<file path="src/rtl/synth_filter_pkg.sv">
// Shared types and constants for the biquad filter coefficient path.
// Coefficients are Q1.15. A set is six of them, indexed b0,b1,b2,a0,a1,a2.
package synth_filter_pkg;

  typedef enum logic [2:0] {
    COEF_B0 = 3'd0,
    COEF_B1 = 3'd1,
    COEF_B2 = 3'd2,
    COEF_A0 = 3'd3,
    COEF_A1 = 3'd4,
    COEF_A2 = 3'd5
  } coef_idx_e;

  localparam int unsigned NUM_COEF = 6;

  typedef logic signed [15:0] coef_t;
  typedef coef_t [NUM_COEF-1:0] coef_set_t;

  typedef enum logic [1:0] {
    ST_IDLE    = 2'd0,
    ST_COLLECT = 2'd1,
    ST_ARMED   = 2'd2
  } loader_state_e;

  localparam coef_t COEF_UNITY = 16'sh7FFF;
  localparam coef_t COEF_ZERO  = 16'sh0000;

  function automatic logic coef_addr_valid(input logic [2:0] addr);
    return (addr <= 3'd5);
  endfunction

endpackage

</file>
<file path="src/rtl/filter_coef_loader_coef_bank.sv">
// Shadow coefficient bank: indexed write, per-entry written flags, parallel read.
module coef_bank
  import synth_filter_pkg::*;
#(
  parameter coef_set_t RST_SET = '0
) (
  input  logic              Clk,
  input  logic              Reset,
  input  logic              we_i,
  input  logic [2:0]        waddr_i,
  input  coef_t             wdata_i,
  input  logic              clr_mask_i,
  output coef_set_t         rdata_o,
  output logic [NUM_COEF-1:0] mask_o
);

  coef_set_t             shadow_q;
  logic [NUM_COEF-1:0]   mask_q;

  // Writes never coincide with a mask clear: the loader refuses writes while armed.
  always_ff @(posedge Clk or posedge Reset) begin
    if (Reset) begin
      shadow_q <= RST_SET;
      mask_q   <= '0;
    end else begin
      if (we_i) begin
        shadow_q[waddr_i] <= wdata_i;
        mask_q[waddr_i]   <= 1'b1;
      end
      if (clr_mask_i) begin
        mask_q <= '0;
      end
    end
  end

  assign rdata_o = shadow_q;
  assign mask_o  = mask_q;

endmodule

</file>
<file path="src/rtl/filter_coef_loader.sv">
// Stages coefficient writes in a shadow bank and commits the whole set to the
// filter on a sample strobe, so the filter never sees a mixed old/new set.
module filter_coef_loader
  import synth_filter_pkg::*;
#(
  parameter coef_t B0_RST = 16'sh7FFF,
  parameter coef_t B1_RST = 16'sh0000,
  parameter coef_t B2_RST = 16'sh0000,
  parameter coef_t A0_RST = 16'sh7FFF,
  parameter coef_t A1_RST = 16'sh0000,
  parameter coef_t A2_RST = 16'sh0000
) (
  input  logic               Clk,
  input  logic               Reset,
  input  logic               sample_tick,
  input  logic               wr_valid,
  output logic               wr_ready,
  input  logic [2:0]         wr_addr,
  input  logic signed [15:0] wr_data,
  input  logic               wr_last,
  output logic signed [15:0] b0,
  output logic signed [15:0] b1,
  output logic signed [15:0] b2,
  output logic signed [15:0] a0,
  output logic signed [15:0] a1,
  output logic signed [15:0] a2,
  output logic [5:0]         written_mask,
  output logic               update_pending,
  output logic               update_done,
  output logic               addr_err
);

  localparam coef_set_t RST_SET = {A2_RST, A1_RST, A0_RST, B2_RST, B1_RST, B0_RST};

  loader_state_e state_q, state_d;
  coef_set_t     active_q;
  coef_set_t     shadow_s;
  logic          wr_ready_q;
  logic          pending_q;
  logic          done_q;
  logic          addr_err_q;
  logic          accept_s;
  logic          addr_ok_s;
  logic          commit_s;

  assign accept_s  = wr_valid & wr_ready_q;
  assign addr_ok_s = coef_addr_valid(wr_addr);

  coef_bank #(
    .RST_SET (RST_SET)
  ) u_bank (
    .Clk        (Clk),
    .Reset      (Reset),
    .we_i       (accept_s & addr_ok_s),
    .waddr_i    (wr_addr),
    .wdata_i    (wr_data),
    .clr_mask_i (commit_s),
    .rdata_o    (shadow_s),
    .mask_o     (written_mask)
  );

  // Next-state logic; a commit only happens from ARMED, so a tick that
  // coincides with the wr_last acceptance is ignored.
  always_comb begin
    state_d  = state_q;
    commit_s = 1'b0;
    case (state_q)
      ST_IDLE: begin
        if (accept_s) begin
          state_d = wr_last ? ST_ARMED : ST_COLLECT;
        end else begin
          state_d = ST_IDLE;
        end
      end
      ST_COLLECT: begin
        if (accept_s && wr_last) begin
          state_d = ST_ARMED;
        end else begin
          state_d = ST_COLLECT;
        end
      end
      ST_ARMED: begin
        if (sample_tick) begin
          commit_s = 1'b1;
          state_d  = ST_IDLE;
        end else begin
          state_d = ST_ARMED;
        end
      end
      default: begin
        state_d = ST_IDLE;
      end
    endcase
  end

  // State, handshake flags and the active set the filter consumes.
  always_ff @(posedge Clk or posedge Reset) begin
    if (Reset) begin
      state_q    <= ST_IDLE;
      wr_ready_q <= 1'b1;
      pending_q  <= 1'b0;
      done_q     <= 1'b0;
      addr_err_q <= 1'b0;
      active_q   <= RST_SET;
    end else begin
      state_q    <= state_d;
      wr_ready_q <= (state_d != ST_ARMED);
      pending_q  <= (state_d == ST_ARMED);
      done_q     <= commit_s;
      addr_err_q <= accept_s & ~addr_ok_s;
      if (commit_s) begin
        active_q <= shadow_s;
      end
    end
  end

  assign wr_ready       = wr_ready_q;
  assign update_pending = pending_q;
  assign update_done    = done_q;
  assign addr_err       = addr_err_q;

  assign b0 = active_q[COEF_B0];
  assign b1 = active_q[COEF_B1];
  assign b2 = active_q[COEF_B2];
  assign a0 = active_q[COEF_A0];
  assign a1 = active_q[COEF_A1];
  assign a2 = active_q[COEF_A2];

endmodule

</file>
<file path="config.mk">
export PLATFORM = sky130hd
export DESIGN_NAME = filter_coef_loader
export DESIGN_NICKNAME = d
export VERILOG_FILES = /design/src/rtl/synth_filter_pkg.sv /design/src/rtl/filter_coef_loader_coef_bank.sv /design/src/rtl/filter_coef_loader.sv
export SDC_FILE = /design/constraint.sdc
export NUM_CORES = 1
export LEC_CHECK = 0
export BUFFER_PORTS_ARGS = -buffer_cell sky130_fd_sc_hd__buf_4
export CAP_MARGIN = 20
export CORE_MARGIN = 4
export CORE_UTILIZATION = 27
export DETAILED_ROUTE_END_ITERATION = 8
export PLACE_DENSITY = 0.42
export SLEW_MARGIN = 20
export SYNTH_ARGS = -nofsm -noshare
export SYNTH_HDL_FRONTEND = slang
export SYNTH_SLANG_ARGS = --single-unit
</file>
<file path="constraint.sdc">
create_clock -name Clk -period 7.2 [get_ports Clk]
set_input_delay 1.08 -clock Clk [delete_from_list [all_inputs] [get_ports Clk]]
set_output_delay 1.08 -clock Clk [all_outputs]
set_load 0.01 [all_outputs]
</file>
==> reports/qor.yml <==
status:
  outcome: "completed"
yosys:
  ys_async_sr_fraction_pct: 100.0
  synth_xor_area_share_pct: 0
  synth-edff-count: 0
  synthesis.area_sq_um: 7823
  yosys.cell_types.count: 28
  postSynthAreaPerCell_sq_um: 12.03
  yosys_warnings: 0
  yosysTopAreaCell: "dfrtp_1"
  synth_compound_area_share_pct: 0.8797
  yosys.area_share.simple_pct: 15.26
  synth_top_area_share_pct: 45.75
  synth_ff_type: "dfrtp_1"
  synthMuxAreaShare_pct: 15.12
  synthTopCellsByCount: "nand2_1, dfrtp_1, mux2_2, dfstp_2, mux2_4"
  yosysSeqAreaShare_pct: 66.23
  synth.most_common_cell: "nand2_1"
  synth-adder-area-share_pct: 0
  synth_top_family_by_area: "simple AND/OR/NAND/NOR gates"
  syn_inst: 650
  synth.top_cells.by_area: "dfrtp_1, dfstp_2, nand2_1"
  ys_seq_elements: 204
  syn_nets: 674
timing:
  finalHoldViolations: 0
  rsz0062_at_grt: "no"
  setup_viol: 0
  fmax_ghz: 0.4188
  finalSetupTns_ns: 0
  worst_slew_pin_slew_ns: 1.095
  slew_viol_final: 0
  relSlewSlack_pct: 27.02
  min_period_over_period_pct: 33.17
  fin_worst_skew_ns: 0.01296
  finalCriticalPeriod_ns: 2.388
clock_tree:
  cts-resized-gates: 0
  cts_tree: "yes"
  clkLatencyLatePin_ns: 0.50
  cts_buffer_depth: 3
  clock-sinks: 204
  post_cts_buffers: 0
  h-tree-depth: 1
  cts.clk_slew.worst_paths_ns: 0.06
  cts_root_buffer: "clkbuf_16"
  holdBufCountCts: 0
  cts_buffers: 23
floorplanning:
  die_h_um: 178.2
  initial_core_util_pct: 27.33
  io_pins: 130
  die_area_sq_um: 31760
  core_area_sq_um: 28630
  rows: 62
  fp.dieW_um: 178.2
worst_setup_path:
  path_cells: "buf_4 -> nand3b_1 -> clkinv_2 -> buf_4 -> nand2_1 -> nand2_1"
  critPathMaxFanout: 52
  critPathCaptureType: "flop"
  path_class: "in -> reg"
  crit_path_max_incr_delay_ns: 0.62
  ff2ff_setup_slack_ns: 5.01
  cp_slowest_cell: "clkinv_2"
  ff2ff_path_depth: 3
  critPathLaunchType: "input port"
  r2r-end: "u_bank.rdata_o[15]$_DFFE_PP0P_"
  r2r_start: "wr_ready$_DFF_PP1_"
  cp.arrival_ns: 2.77
  cp.required_ns: 7.59
grt:
  antenna_found_initial: 0
  grt_usage_pct: 12.27
  grt_pass1_wl_mm: 30.53
  grt_pass1_vias: 5242
  grt_overflow: 0
  grt_max_degree: 133
flow_run:
  cap_violations: 0
routing:
  wl_per_cell_um: 16.72
  drc: 0
  drtIter0Drc: 175
  wl_mm: 19.68
  ant_nets: 0
  via_per_inst: 4.175
  firstDrtPassIters: 4
  vias: 4914
hold_path:
  hold_depth: 2
  whs_endpoint: "a0[12]$_DFFE_PP1N_"
  hold_start: "u_bank.rdata_o[60]$_DFFE_PP1P_"
  hold_class: "reg -> reg"
placement:
  gp_congestion: 0.7588
  dp.cells: 1137
  port_buffers: 129
  dpl.hpwl_mm: 12.49
power:
  p_leak_uw: 0.004876
  total_power_uw: 4016
  power_density_nw_per_um2: 406.2
  ir_drop_mv: 0.1232
cells_and_area:
  drive_gt1_share_pct: 42.12
  antennaDiodeCount: 0
  layout.cells.non_filler: 1177
  syn_to_final_growth_pct: 26.39
  final_nets: 802
## cell usage in the layout, fill, tap and decap left out, types with 2 or more instances in the layout
cell type,instances
inv_1,4
dfrtp_1,143
clkbuf_8,6
nor2_1,2
a21oi_1,4
clkinv_4,2
clkbuf_1,3
o21ai_0,2
clkinv_2,4
dfstp_2,61
clkbuf_16,23
or4_1,2
nand2_1,289
mux2_2,69
buf_4,132
o21a_1,4
mux2_4,27
## flip-flops by register name (all words and copies together), names as in the netlist, 2 cells and up
signal,cells
u_bank.mask_o,6
state_q,2
a1,16
u_bank.rdata_o,96
b1,16
b0,16
a0,16
a2,16
b2,16
## worst max-delay path by stage
stage,from,end,slack [ns]
CTS,Reset,a2[15]$_DFFE_PP0N_,4.80
global route,Reset,a2[15]$_DFFE_PP0N_,4.57
finish,sample_tick,b1[2]$_DFFE_PP0N_,4.81
detailed placement,Reset,update_pending$_DFF_PP0_,4.24
floorplan,Reset,a0[15]$_DFFE_PP0N_,0.65
global placement,sample_tick,b2[0]$_DFFE_PP0N_,4.30
## cell type report
class / instances / area [sq um]
inverters: 7 / 35.03
multi-input cells: 409 / 2445
flip-flops and latches: 204 / 5181
fillers: 2874 / 18740
repair buffers: 133 / 1002
well taps: 384 / 480.5
clock inverters: 8 / 73.82
clock buffers: 32 / 669.4
## where the power goes
group	switching, uW	internal (uW)	total (uW)
clock network	458	682	1140
logic	458	539	997
registers	247	1630	1880
## metal layers
metal	part of all wire [%]	GRT usage, %	vias up
li1	-	-	2339
met1	46	16.70	2444
met2	47	20.16	99
met3	4.7	2.310	32
met4	2.2	3.358	0
met5	0	0	-
## worst max-delay path: cells and delay by family
family | cells | cell delay, ns
buf+inv | 3 | 1.31
simple gates | 3 | 0.34
## through the flow
step | utilization, % | area (sq um) | hold slack [ns] | worst slack [ns]
floorplan | - | 7823 | 0.4322 | 0.6535
global placement | 31.93 | 9140 | 0.4383 | 4.304
detailed placement | 31.93 | 9140 | 0.4426 | 4.240
CTS | 34.53 | 9883 | 0.4527 | 4.803
global route | 34.54 | 9887 | 0.4731 | 4.567
finish | 34.54 | 9887 | 0.4537 | 4.812
## logic make-up after synthesis
kind of cell           after synthesis
muxes                               96
DFF                                204
buffers and inverters               37
AOI/OAI and AO/OA                   11
and+or+nand+nor                    302
No activity file was read; power rests on OpenSTA's default activity.
